## src/rtl/sel_pkg.sv

```systemverilog
// Types and constants shared by the select sequencer and the character mux stage.
// sel_t is the 2-bit select that all four character muxes receive in parallel.
package sel_pkg;

  typedef logic [1:0] sel_t;

  localparam sel_t SEL_FIRST = 2'b00;
  localparam sel_t SEL_LAST  = 2'b11;

  typedef enum logic {
    DIR_UP   = 1'b0,
    DIR_DOWN = 1'b1
  } dir_e;

endpackage

```

## src/rtl/tick_prescaler.sv

```systemverilog
// Free-running prescaler producing a one-cycle tick every TICK_DIV enabled cycles.
// Pausing holds the partial count; clr restarts the count from zero.
module tick_prescaler #(
  parameter int TICK_DIV = 50000000
) (
  input  logic clk,
  input  logic reset,
  input  logic en,
  input  logic clr,
  output logic tick
);

  localparam int CNT_W = (TICK_DIV > 1) ? $clog2(TICK_DIV) : 1;
  localparam logic [CNT_W-1:0] CNT_LAST = CNT_W'(TICK_DIV - 1);

  logic [CNT_W-1:0] cnt_reg;
  logic             at_last;

  assign at_last = (cnt_reg == CNT_LAST);
  assign tick    = en & ~clr & at_last;

  always_ff @(posedge clk) begin
    if (reset || clr) begin
      cnt_reg <= '0;
    end else if (en) begin
      if (at_last) begin
        cnt_reg <= '0;
      end else begin
        cnt_reg <= cnt_reg + CNT_W'(1);
      end
    end
  end

endmodule

```

## src/rtl/select_sequencer.sv

```systemverilog
// Generates the registered 2-bit select that cycles the HEX displays through four characters.
// Advances come from the prescaler tick, a manual step edge, or a direct load.
module select_sequencer
  import sel_pkg::*;
#(
  parameter int TICK_DIV = 50000000
) (
  input  logic clk,
  input  logic reset,
  input  logic En,
  input  logic Dir,
  input  logic Step,
  input  logic Load,
  input  sel_t Load_val,
  output sel_t S,
  output logic Adv,
  output logic Wrap
);

  logic tick;
  logic step_q;
  logic step_req;
  logic do_adv;
  dir_e dir;
  sel_t s_next;
  logic wrap_next;

  tick_prescaler #(
    .TICK_DIV(TICK_DIV)
  ) u_prescaler (
    .clk  (clk),
    .reset(reset),
    .en   (En),
    .clr  (Load),
    .tick (tick)
  );

  // A step request while running is dropped so a step can never stack on a tick.
  always_comb begin
    dir       = dir_e'(Dir);
    step_req  = Step & ~step_q;
    do_adv    = ~Load & (tick | (~En & step_req));
    s_next    = (dir == DIR_DOWN) ? S - sel_t'(1) : S + sel_t'(1);
    wrap_next = (dir == DIR_DOWN) ? (S == SEL_FIRST) : (S == SEL_LAST);
  end

  always_ff @(posedge clk) begin
    if (reset) begin
      S      <= SEL_FIRST;
      Adv    <= 1'b0;
      Wrap   <= 1'b0;
      step_q <= 1'b0;
    end else begin
      step_q <= Step;
      if (Load) begin
        S    <= Load_val;
        Adv  <= 1'b0;
        Wrap <= 1'b0;
      end else if (do_adv) begin
        S    <= s_next;
        Adv  <= 1'b1;
        Wrap <= wrap_next;
      end else begin
        Adv  <= 1'b0;
        Wrap <= 1'b0;
      end
    end
  end

endmodule

```

## config.mk

```make
export PLATFORM = sky130hd
export DESIGN_NAME = select_sequencer
export DESIGN_NICKNAME = d
export VERILOG_FILES = /design/src/rtl/sel_pkg.sv /design/src/rtl/tick_prescaler.sv /design/src/rtl/select_sequencer.sv
export SDC_FILE = /design/constraint.sdc
export NUM_CORES = 1
export LEC_CHECK = 0
export ABC_AREA = 1
export CAP_MARGIN = 20
export CORE_MARGIN = 10
export CORE_UTILIZATION = 48
export CTS_BUF_LIST = sky130_fd_sc_hd__clkbuf_8 sky130_fd_sc_hd__clkbuf_16
export CTS_CLUSTER_DIAMETER = 60
export DETAILED_ROUTE_END_ITERATION = 8
export GPL_TIMING_DRIVEN = 0
export PLACE_DENSITY = 0.78
export SYNTH_ARGS = -nofsm -noshare
export SYNTH_HDL_FRONTEND = slang
export SYNTH_HIERARCHICAL = 1
export SYNTH_SLANG_ARGS = --single-unit
```

## constraint.sdc

```tcl
create_clock -name clk -period 1.9 [get_ports clk]
set_input_delay 0.38 -clock clk [delete_from_list [all_inputs] [get_ports clk]]
set_output_delay 0.38 -clock clk [all_outputs]
set_load 0.01 [all_outputs]
```

# Word level (Yosys, flattened, before mapping)
# Cells that the tools add are included.
[word_totals]
register_bits = 31
latchBits = 0
mem_bits_rw = 0
rom_bits = 0
word_cells = 31
n_memories = 0
[classes]
addsub = 3
mul = 0
n_div = 0
n_lt_le_gt_ge = 0
n_eq_ne = 2
shifts = 0
n_mux = 6
n_bitwise = 10
n_reduce_logical = 5
[op_table]
columns = ["op", "n"]
rows = [
  ["$add A26 B1 Y26 const B", 1],
  ["$eq A26 B26 Y1 const B", 1],
  ["$mux W26", 1],
  ["$mux W2", 3],
  ["$and A1 B1 Y1", 5],
  ["$not A1 Y1", 4],
  ["$reduce_or A3 Y1", 1],
  ["$add A2 B1 Y2 const B", 1],
  ["$eq A2 B2 Y1 const B", 1],
  ["$logic_not A2 Y1", 1],
  ["$mux W1", 2],
  ["$reduce_bool A2 Y1", 1],
  ["$reduce_or A2 Y1", 1],
  ["$sub A2 B1 Y2 const B", 1],
  ["$logic_or A1 B1 Y1", 1],
  ["$or A1 B1 Y1", 1],
]

# Logic depth before layout (Yosys ltp)
# Gate-level depths: netlist (run 1).
[logic_depth]
depth_word = 7
ltp_mapped = 14

# Modules after synthesis
# Netlist (run 1), hierarchy kept.
[modules_own_cells]
columns = ["module", "n_inst", "cells_each", "area_each_um2"]
rows = [
  ["tick_prescaler", 1, 222, 1476.4],
  ["select_sequencer", 1, 39, 265.3],
]

# Worst setup path after synthesis (run 1)
# No wires, ideal clock.
[synth_path]
path_type = "reg-to-reg"
from = "register u_prescaler.cnt_reg[0]"
to = "register S[1]"
setup_time_ns = 0.070
arrival_time_ns = 1.596
required_ns = 1.830
setup_slack_ns = 0.235
path_stages_with_launch = 15
n_path_buf = 1
path_cell_list = "dfxtp_1 ha_1 nand3_1 inv_1 nand2_1 nor2_1 nand3_2 buf_6 nor2_1 clkinv_2 nand2_2 nand2_2 inv_1 nand2_1 a21oi_1"
[synth_between]
elab_chain_len = 5
[synth_lines]
columns = ["element", "line_no", "text"]
rows = [
  ["start: declaration", "tick_prescaler.sv:16", "logic [CNT_W-1:0] cnt_reg;"],
  ["start signal: assignment", "tick_prescaler.sv:29", "cnt_reg <= cnt_reg + CNT_W'(1);"],
  ["$eq A26 B26 Y1", "tick_prescaler.sv:19", "assign at_last = (cnt_reg == CNT_LAST);"],
  ["$and A1 B1 Y1", "tick_prescaler.sv:20", "assign tick = en & ~clr & at_last;"],
  ["named net tick", "select_sequencer.sv:20", "logic tick;"],
  ["$or A1 B1 Y1", "select_sequencer.sv:42", "do_adv = ~Load & (tick | (~En & step_req));"],
  ["$and A1 B1 Y1", "select_sequencer.sv:42", ""],
  ["$reduce_bool A2 Y1 (no source line)", "-", ""],
  ["end signal: assignment", "select_sequencer.sv:56", "S <= Load_val;"],
  ["end signal: assignment", "select_sequencer.sv:60", "S <= s_next;"],
  ["end: declaration", "select_sequencer.sv:15", "output sel_t S,"],
]
# The timed path passes the listed nets, and every way through them passes these cells.
# A chain may end at the register's enable or synchronous reset.

# Worst setup path in the final report (run 1)
[layout_path]
from = "register u_prescaler.cnt_reg[0]"
to = "register Wrap"
[layout_between]
elab_chain_len = 6
[layout_lines]
columns = ["element", "line_no", "text"]
rows = [
  ["$eq A26 B26 Y1", "tick_prescaler.sv:19", ""],
  ["$and A1 B1 Y1", "tick_prescaler.sv:20", ""],
  ["named net tick", "select_sequencer.sv:20", ""],
  ["$or A1 B1 Y1", "select_sequencer.sv:42", ""],
  ["$and A1 B1 Y1", "select_sequencer.sv:42", ""],
  ["$not A1 Y1 (no source line)", "-", ""],
  ["$reduce_or A3 Y1 (no source line)", "-", ""],
  ["end signal: assignment", "select_sequencer.sv:62", "Wrap <= wrap_next;"],
  ["end: declaration", "select_sequencer.sv:17", "output logic Wrap"],
]
# The timed path passes the listed nets, and every way through them passes these cells.

==> flow_metrics.py, run 1 <==
metrics = {
    "clocking": {
        "clockBufferDepth": 2,
        "cts_buffers": 5,
        "clk_latency_ns": 0.28,
        "clock-sinks": 31,
        "cts_tree": "yes",
        "clkTransAtPathRegs_ns": 0.06,
        "htreeDepth": 2,
        "cts_root_buf": "clkbuf_8",
    },
    "place": {
        "dp.cells": 318,
        "port_buffers": 11,
        "gp_congestion": 0.845,
        "pre_cts_ws_ns": -0.418,
        "hpwl_um": 2790,
    },
    "timing": {
        "slew_headroom_pct": 69.9,
        "post-route-min-period_ns": 1.78,
        "fin_skew_ns": 0.00325,
        "tightest_slew_ns": 0.452,
        "fin_ws_ns": 0.123,
        "maxSlewViolCount": 0,
        "clock.fmax_mhz": 563,
        "period_share_pct": 93.5,
        "setup-violations-final": 0,
        "hold_viol": 0,
    },
    "route": {
        "drc": 0,
        "drt_iter0_drc": 139,
        "num_vias": 1650,
        "met3_length_um": 197,
        "wl_met1_um": 1790,
        "avgViaCountPerCell": 5.00,
        "wl_per_cell_um": 11.7,
        "highest_layer": "met4",
        "wl_um": 3870,
        "dr_wl_met2_um": 1830,
        "drtPass1Iterations": 4,
        "antenna_left": 0,
    },
    "yosys": {
        "avgSynthCellArea_um2": 6.67,
        "syn_area_um2": 1740,
        "synth_cell_type_count": 25,
        "ys_ff_latch": 31,
        "synth_cells": 261,
        "yosys_warnings": 6,
        "syn_nets": 271,
        "ys_seq_area_share_pct": 35.6,
    },
    "status": {
        "status": "finished, final reports clean",
    },
    "finish": {
        "n_fill_cell": 332,
        "largest_reg_flops": 26,
        "nNetsFinal": 295,
        "n_antenna_cell": 0,
        "syn_to_final_growth_pct": 17.9,
        "drive_gt1_share_pct": 15.8,
        "layout.cells.non_filler": 330,
    },
    "power": {
        "p_int_uw": 932,
        "combPwrFrac_pct": 7.1,
        "switching_share_pct": 22.8,
        "leakagePower_nw": 0.782,
        "total_power_mw": 1.21,
        "clkPwrFrac_pct": 38.0,
        "ir_worst_vdd_uv": 432,
        "p_switching_uw": 275,
        "p_per_area_nw_per_um2": 588,
        "sequentialPowerShare_pct": 54.9,
    },
    "die": {
        "die_area_um2": 6440,
        "ioPinCount": 12,
        "die_y_um": 80.2,
        "die_w_um": 80.2,
        "coreArea_um2": 3420,
        "row_count": 21,
        "start_util_pct": 51.0,
    },
    "setup_path": {
        "path_class": "flop to flop",
        "r2r_start": "u_prescaler/cnt_reg[0]",
        "crit_required_ns": 2.12,
        "worstPathMaxFanout": 5,
        "r2r_cells": 14,
        "r2r_slack_ns": 0.12,
        "start_kind": "flop",
        "critPathCaptureType": "flop",
        "arrival_ns": 1.99,
        "rr_endpoint": "Wrap",
    },
    "hold_path": {
        "hp-class": "flop to flop",
        "worstHoldPathCells": 2,
        "hp-start": "u_prescaler/cnt_reg[0]",
        "whs_endpoint": "u_prescaler/cnt_reg[0]",
    },
    "job": {
        "cap_violations": 0,
    },
    "grt": {
        "grt_pass1_wl_um": 6910,
        "antenna_found_initial": 0,
        "grt_pass1_vias": 1571,
        "grtUsageTotal_pct": 13.3,
        "grt_max_degree": 11,
        "grt_overflow_total": 0,
    },
}
## power groups by stage
stage,clock network [mW],registers [mW],logic [mW]
2_1_floorplan,0,0.678,0.0427
3_3_place_gp,0,0.677,0.0823
3_5_place_dp,0,0.677,0.0841
4_1_cts,0.477,0.663,0.0843
5_1_grt,0.500,0.662,0.0958
6_report,0.459,0.662,0.0858
## layer usage
layer / vias to the layer above / GRT usage [%]
li1: 873 / -
met1: 745 / 15.6
met2: 27 / 21.9
met3: 5 / 4.12
met4: 0 / 5.63
met5: - / 0
## placed cells by master (no fill, tap or decap), types with 2 or more instances in the layout
cell type / count
buf_4: 7
clkbuf_8: 5
nor2_1: 52
nand2_2: 7
clkdlybuf4s50_1: 10
dfxtp_2: 2
xnor2_1: 4
inv_1: 32
xor2_1: 5
nand3_1: 29
nor2_2: 9
a21oi_1: 13
nand2_1: 50
inv_2: 2
dfxtp_1: 28
nor2_4: 3
o21ai_0: 4
nand3_2: 3
nand4_1: 7
## cell usage after synthesis, drive strengths merged
| master | number | area share (%) |
|---|---|---|
| a21oi | 13 | 3.7 |
| buf | 2 | 1.1 |
| clkbuf | 1 | 0.22 |
| clkinv | 1 | 0.29 |
| dfxtp | 31 | 36 |
| ha | 2 | 1.4 |
| inv | 33 | 7.1 |
| mux2i | 1 | 0.57 |
| nand2 | 57 | 13 |
| nand3 | 33 | 11 |
| nand4 | 7 | 2.5 |
| nor2 | 65 | 17 |
| o21ai | 5 | 1.7 |
| o22ai | 1 | 0.36 |
| xnor2 | 4 | 2.0 |
| xor2 | 5 | 2.5 |
## area by class of cell
cell class	instances	area (um2)	share of cell area [%]
multi-input combinational	193	990	48.2
clock buffer	5	68.8	3.35
buffer	3	22.5	1.10
tap	46	57.6	2.80
timing repair buffer	17	154	7.50
inverter	34	130	6.34
clock inverter	1	3.75	0.183
sequential	31	627	30.5
## how the worst max path moves through the flow
stage | slack (ns) | cells past startpoint | from | to
final | 0.12 | 14 | u_prescaler/cnt_reg[0] | Wrap
after global routing | -0.009 | 14 | u_prescaler/cnt_reg[0] | Wrap
after CTS | 0.007 | 14 | u_prescaler/cnt_reg[1] | Wrap
after global placement | -0.38 | 12 | En | Wrap
after detailed placement | -0.42 | 12 | En | Wrap
after floorplan | 0.23 | 14 | u_prescaler/cnt_reg[0] | S[1]
## worst max-delay path: stages (launching register included)
cell     delay (ns)
dfxtp_2        0.35
ha_2           0.19
nand3_2        0.09
inv_2          0.08
nand2_2        0.06
nor2_2         0.13
nand3_2        0.11
buf_6          0.16
nor2_4         0.09
inv_4          0.04
nand2_2        0.07
nand2_2        0.07
nor2_4         0.11
o21ai_2        0.06
nor2_1         0.09
## logic make-up (layout without fill, tap and decap cells)
family                     Yosys count  count (layout)  share of synthesized area [%]
buffers and inverters               37              60                           8.69
muxes                                1               1                          0.575
AOI/OAI and AO/OA                   19              19                           5.75
DFF                                 31              31                           35.6
and+or+nand+nor                    162             162                           43.4
xor gates and xnor gates             9               9                           4.53
adders and majority gates            2               2                           1.44
## per-stage QoR
stage | area, um2 | utilization (%) | TNS [ns] | hold slack, ns
after detailed placement | 1910 | 55.9 | -2.17 | 0.502
after CTS | 1980 | 58.1 | 0 | 0.493
final | 2050 | 60.1 | 0 | 0.487
after global routing | 2050 | 60.1 | -0.00908 | 0.524
after floorplan | 1740 | - | 0 | 0.449
after global placement | 1910 | 55.9 | -1.89 | 0.488
## repair_timing
action	in CTS	in global routing
gates resized for setup	3	10
setup endpoints to repair	3	4
setup buffers	0	6
hold buffers	0	0
pin swaps	0	3
No activity file was read; power rests on OpenSTA's default activity.
==> inputs of run 2 (changes only) <==
--- a/config.mk
+++ b/config.mk
@@ -6,14 +6,13 @@
 export NUM_CORES = 1
 export LEC_CHECK = 0
 export ABC_AREA = 1
-export CAP_MARGIN = 20
 export CORE_MARGIN = 10
-export CORE_UTILIZATION = 48
+export CORE_UTILIZATION = 36
 export CTS_BUF_LIST = sky130_fd_sc_hd__clkbuf_8 sky130_fd_sc_hd__clkbuf_16
 export CTS_CLUSTER_DIAMETER = 60
 export DETAILED_ROUTE_END_ITERATION = 8
 export GPL_TIMING_DRIVEN = 0
-export PLACE_DENSITY = 0.78
+export PLACE_DENSITY = 0.64
 export SYNTH_ARGS = -nofsm -noshare
 export SYNTH_HDL_FRONTEND = slang
 export SYNTH_HIERARCHICAL = 1
==> constraint.sdc (replaced) <==
create_clock -name clk -period 1.9 [get_ports clk]
set_input_delay 0.38 -clock clk [delete_from_list [all_inputs] [get_ports clk]]
set_output_delay 0.38 -clock clk [all_outputs]
set_load 0.02 [all_outputs]
==> run 2 against run 1 <==
  * Critical path depth is 13 lower
  * Register-to-register slack better by 0.03 ns
  * Clock-buffer cell count is 1 higher
  * Final area is 0.55% lower
  * Global-route usage is 3.1 points lower
  * Fmax is 1.9% higher
  * Clock power is 13% higher
  * Critical path type is now flop to output port
  * Die area is 25% higher
  * Largest cell class unchanged
  * First-iteration DRC count is 27% lower
  * Sequential power hardly changed
==> flow_metrics.py, run 2 (synthesized netlist as in run 1, its figures left out) <==
metrics = {
    "finish": {
        "final_common_cell": "nor2_1",
        "largest_reg_flops": 26,
        "final_area_um2": 2040,
        "drive_gt1_share_pct": 14.9,
        "n_antenna_cell": 0,
        "syn_to_final_growth_pct": 17.2,
        "mostFrequentLayoutCells": "nor2_1, nand2_1, inv_1",
        "seqCellArea_um2": 624,
        "multi_input_area_um2": 980,
        "nNetsFinal": 292,
        "n_fill_cell": 500,
    },
    "timing": {
        "tightest_slew_ns": 0.464,
        "period_share_pct": 91.8,
        "maxSlewViolCount": 0,
        "slew_headroom_pct": 69.1,
        "tns_ns": 0,
        "setup-violations-final": 0,
        "fin_skew_ns": 0.00804,
        "hold_viol": 0,
        "post-route-min-period_ns": 1.74,
        "clock.fmax_mhz": 574,
    },
    "grt": {
        "grtUsageTotal_pct": 10.2,
        "grt_pass1_vias": 1399,
        "antenna_found_initial": 0,
        "grt_overflow_total": 0,
        "grt_pass1_wl_um": 6340,
        "grt_max_degree": 11,
    },
    "die": {
        "die_w_um": 89.6,
        "ioPinCount": 12,
        "die_y_um": 89.6,
        "row_count": 25,
        "die_area_um2": 8020,
        "coreArea_um2": 4690,
        "start_util_pct": 37.1,
    },
    "status": {
        "status": "finished, final reports clean",
    },
    "clocking": {
        "cts_root_buf": "clkbuf_8",
        "cts_buffers": 5,
        "clock-sinks": 31,
        "clockBufferDepth": 2,
        "cts_tree": "yes",
        "htreeDepth": 2,
        "clk_latency_ns": 0.28,
        "clkTransAtPathRegs_ns": 0.06,
        "ctsHoldBuffers": 0,
    },
    "power": {
        "ir_worst_vdd_uv": 318,
        "total_power_mw": 1.27,
        "leakagePower_nw": 0.774,
        "p_per_area_nw_per_um2": 620,
    },
    "place": {
        "port_buffers": 11,
        "hpwl_um": 2870,
        "gp_congestion": 0.852,
        "place_area_um2": 1920,
    },
    "setup_path": {
        "crit_chain": "clkdlybuf4s50_1",
        "cp_slowest_cell": "clkdlybuf4s50_1",
        "start_kind": "flop",
        "worstPathMaxFanout": 6,
        "cp_slowest_stage_delay_ns": 0.65,
        "r2r_cells": 14,
        "critPathCaptureType": "output port",
        "crit_buf_inv": 1,
        "path_depth": 1,
        "crit_required_ns": 1.52,
        "arrival_ns": 1.36,
        "path_class": "flop to output port",
        "crit_family": "buffers and inverters",
    },
    "route": {
        "drtPass1Iterations": 4,
        "drc": 0,
        "num_vias": 1590,
        "avgViaCountPerCell": 4.73,
        "antenna_left": 0,
        "drt_iter0_drc": 101,
        "wl_per_cell_um": 11.3,
        "wl_um": 3780,
    },
    "hold_path": {
        "worstHoldPathCells": 2,
        "hp-class": "flop to flop",
    },
    "job": {
        "cap_violations": 0,
    },
}
[run 2: timing repair]
item | 4_1_cts | 5_1_grt
buffers inserted | 0 | 3
pin swaps | 0 | 0
gates cloned | 0 | 0
setup endpoints to repair | 3 | 3
gates resized for setup | 3 | 5
[run 2: worst paths after layout]
kind | slack [ns] | to | start
hold reg to reg | 0.49 | u_prescaler/cnt_reg[0] | u_prescaler/cnt_reg[0]
setup reg to reg | 0.16 | S[1] | u_prescaler/cnt_reg[0]
hold / removal | 0.49 | u_prescaler/cnt_reg[0] | u_prescaler/cnt_reg[0]
setup / recovery | 0.16 | S[0] | S[0]
[run 2: power breakdown]
part	internal, mW	switching [mW]	total, mW
Sequential	0.657	0.00628	0.663
Combinational	0.0365	0.0480	0.0845
Clock	0.284	0.234	0.518
[run 2: layer usage]
layer  wire, um  vias up  share of wire, %  track usage (%)
li1           -      866                 -                -
met1       1890      698                50             12.9
met2       1680       21                44             15.9
met3        151        5               4.0             3.10
met4         59        0               1.6             3.90
met5          0        -                 0                0
[run 2: area by class of cell]
class	instances	area share [%]
buffer	3	1.10
clock buffer	6	4.04
clock inverter	1	0.245
inverter	34	6.31
multi-input combinational	193	48.0
sequential	31	30.6
tap	54	3.31
timing repair buffer	14	6.43
[run 2: per-stage QoR]
stage                     setup WS (ns)  std cells  utilization [%]  hold WS (ns)
final                             0.157        336             43.5         0.486
after global routing            -0.0244        336             43.5         0.513
after CTS                        0.0307        333             42.8         0.492
after detailed placement         -0.428        326             40.9         0.503
after global placement           -0.416        326             40.9         0.490
after floorplan                   0.235        261                -         0.449
[run 2: worst min-delay path: stages (launching register included)]
cell	delay, ns
dfxtp_2	0.33
nand2_1	0.06
a21oi_1	0.05
==> inputs of run 3 (changes only) <==
--- a/config.mk
+++ b/config.mk
@@ -11,8 +11,10 @@
 export CTS_BUF_LIST = sky130_fd_sc_hd__clkbuf_8 sky130_fd_sc_hd__clkbuf_16
 export CTS_CLUSTER_DIAMETER = 60
 export DETAILED_ROUTE_END_ITERATION = 8
+export DONT_BUFFER_PORTS = 1
 export GPL_TIMING_DRIVEN = 0
-export PLACE_DENSITY = 0.64
+export PLACE_DENSITY = 0.55
+export REMOVE_ABC_BUFFERS = 1
 export SYNTH_ARGS = -nofsm -noshare
 export SYNTH_HDL_FRONTEND = slang
 export SYNTH_HIERARCHICAL = 1
==> run 3 against run 2 <==
  * Clock-buffer cell count down 1
  * Worst setup slack better by 0.065 ns
  * Non-clock buffer count down 16
  * Total power down 7.5%
  * Final area down 7.8%
==> flow_metrics.py, run 3 (synthesized netlist as in run 1, its figures left out) <==
metrics = {
    "hold_path": {
        "worstHoldPathCells": 1,
        "hp-class": "input port to flop",
    },
    "setup_path": {
        "crit_family": "simple AND/OR/NAND/NOR gates",
        "r2r_cells": 13,
        "start_kind": "flop",
        "crit_buf_inv": 2,
        "crit_chain": "ha_1, nand3_1, inv_2, nand2_1, nor2_2, nand3_4, nor2_2, clkinv_2, nand2_2, nand2_2, nor2_4, o21ai_2, nor2_1",
        "critPathCaptureType": "flop",
        "worstPathMaxFanout": 4,
        "crit_required_ns": 2.12,
        "arrival_ns": 1.89,
        "path_depth": 13,
        "path_class": "flop to flop",
        "r2r_slack_ns": 0.22,
        "cp_slowest_cell": "dfxtp_2",
        "cp_slowest_stage_delay_ns": 0.35,
    },
    "clocking": {
        "cts_root_buf": "clkbuf_8",
        "clk_latency_ns": 0.27,
        "clock-sinks": 31,
        "cts_buffers": 5,
        "ctsHoldBuffers": 0,
        "clkTransAtPathRegs_ns": 0.06,
        "cts_tree": "yes",
        "clockBufferDepth": 2,
        "htreeDepth": 2,
    },
    "route": {
        "drtPass1Iterations": 4,
        "drt_iter0_drc": 102,
        "wl_um": 3770,
        "antenna_left": 0,
        "num_vias": 1529,
        "drc": 0,
        "wl_per_cell_um": 11.8,
        "avgViaCountPerCell": 4.79,
    },
    "finish": {
        "layout.cells.non_filler": 319,
        "mostFrequentLayoutCells": "nor2_1, nand2_1, inv_1",
        "largest_reg_flops": 26,
        "finish.utilization_pct": 40.1,
        "drive_gt1_share_pct": 12.8,
        "n_antenna_cell": 0,
        "seqCellArea_um2": 623,
        "multi_input_area_um2": 982,
        "nNetsFinal": 276,
        "syn_to_final_growth_pct": 8.05,
        "n_fill_cell": 504,
        "final_common_cell": "nor2_1",
    },
    "grt": {
        "grt_max_degree": 16,
        "antenna_found_initial": 0,
        "grtUsageTotal_pct": 10.3,
        "grt_pass1_wl_um": 6470,
        "grt_overflow_total": 0,
        "grt_pass1_vias": 1422,
    },
    "die": {
        "start_util_pct": 37.1,
        "die_w_um": 89.6,
        "ioPinCount": 12,
        "die_y_um": 89.6,
        "coreArea_um2": 4690,
        "row_count": 25,
        "die_area_um2": 8020,
    },
    "place": {
        "dp.cells": 312,
        "port_buffers": 0,
        "gp_congestion": 0.781,
        "hpwl_um": 2780,
        "pre_cts_ws_ns": -0.0846,
    },
    "power": {
        "combPwrFrac_pct": 3.9,
        "leakagePower_nw": 0.704,
        "p_switching_uw": 258,
        "p_int_uw": 912,
        "total_power_mw": 1.17,
        "clkPwrFrac_pct": 38.9,
        "p_per_area_nw_per_um2": 622,
        "sequentialPowerShare_pct": 57.1,
        "switching_share_pct": 22.1,
        "ir_worst_vdd_uv": 468,
    },
    "status": {
        "status": "finished, final reports clean",
    },
    "timing": {
        "fin_ws_ns": 0.222,
        "hold_viol": 0,
        "rsz0062_at_grt": "no",
        "period_share_pct": 88.3,
        "tns_ns": 0,
        "post-route-min-period_ns": 1.68,
        "setup-violations-final": 0,
        "maxSlewViolCount": 0,
        "fin_skew_ns": 0.00381,
        "slew_headroom_pct": 30.2,
        "tightest_slew_ns": 1.04,
        "clock.fmax_mhz": 596,
    },
    "job": {
        "cap_violations": 0,
    },
}
==> run 3: final timing paths <==
check / start / end
hold / removal: reset / S[1]
setup / recovery: u_prescaler/cnt_reg[0] / Wrap
hold reg to reg: u_prescaler/cnt_reg[0] / u_prescaler/cnt_reg[0]
setup reg to reg: u_prescaler/cnt_reg[0] / Wrap
==> run 3: stage by stage <==
step / area [um2] / hold WS (ns)
floorplan: 1720 / 0.449
global placement: 1790 / 0.452
detailed placement: 1790 / 0.452
CTS: 1870 / 0.157
global route: 1880 / 0.157
finish: 1880 / 0.169
==> run 3: power groups by stage <==
stage          combinational (mW)  sequential [mW]  clock, mW
3_3_place_gp               0.0460            0.683          0
6_report                   0.0461            0.669      0.456
2_1_floorplan              0.0386            0.681          0
3_5_place_dp               0.0469            0.683          0
4_1_cts                    0.0471            0.668      0.476
5_1_grt                    0.0556            0.669      0.498
==> run 3: routing by layer <==
layer / track usage, % / vias up / routed length, um
met2: 15.4 / 28 / 1660
met1: 13.4 / 665 / 1860
li1: - / 832 / -
met3: 3.37 / 4 / 188
met4: 3.90 / 0 / 63
met5: 0 / - / 0
==> run 3: worst reg2reg max path: cells and delay by family (launching register included) <==
kind / cells / cell delay (ns)
flip-flops: 1 / 0.35
AND/OR/NAND/NOR: 9 / 0.87
AO/OA/AOI/OAI: 1 / 0.05
buffers and inverters: 2 / 0.19
adder cells (fa/ha/maj): 1 / 0.14
==> run 3: layout make-up <==
class | count | share of cell area (%)
Sequential cell | 31 | 33.1
Timing Repair Buffer | 1 | 0.399
Clock inverter | 1 | 0.199
Tap cell | 54 | 3.59
Clock buffer | 5 | 3.66
Inverter | 34 | 6.85
Multi-Input combinational cell | 193 | 52.2
==> run 3: what timing repair did <==
action,4_1_cts,5_1_grt
cloned,0,0
setup buffers,1,0
gates resized for setup,1,5
pin swaps,1,0
setup endpoints to repair,3,3
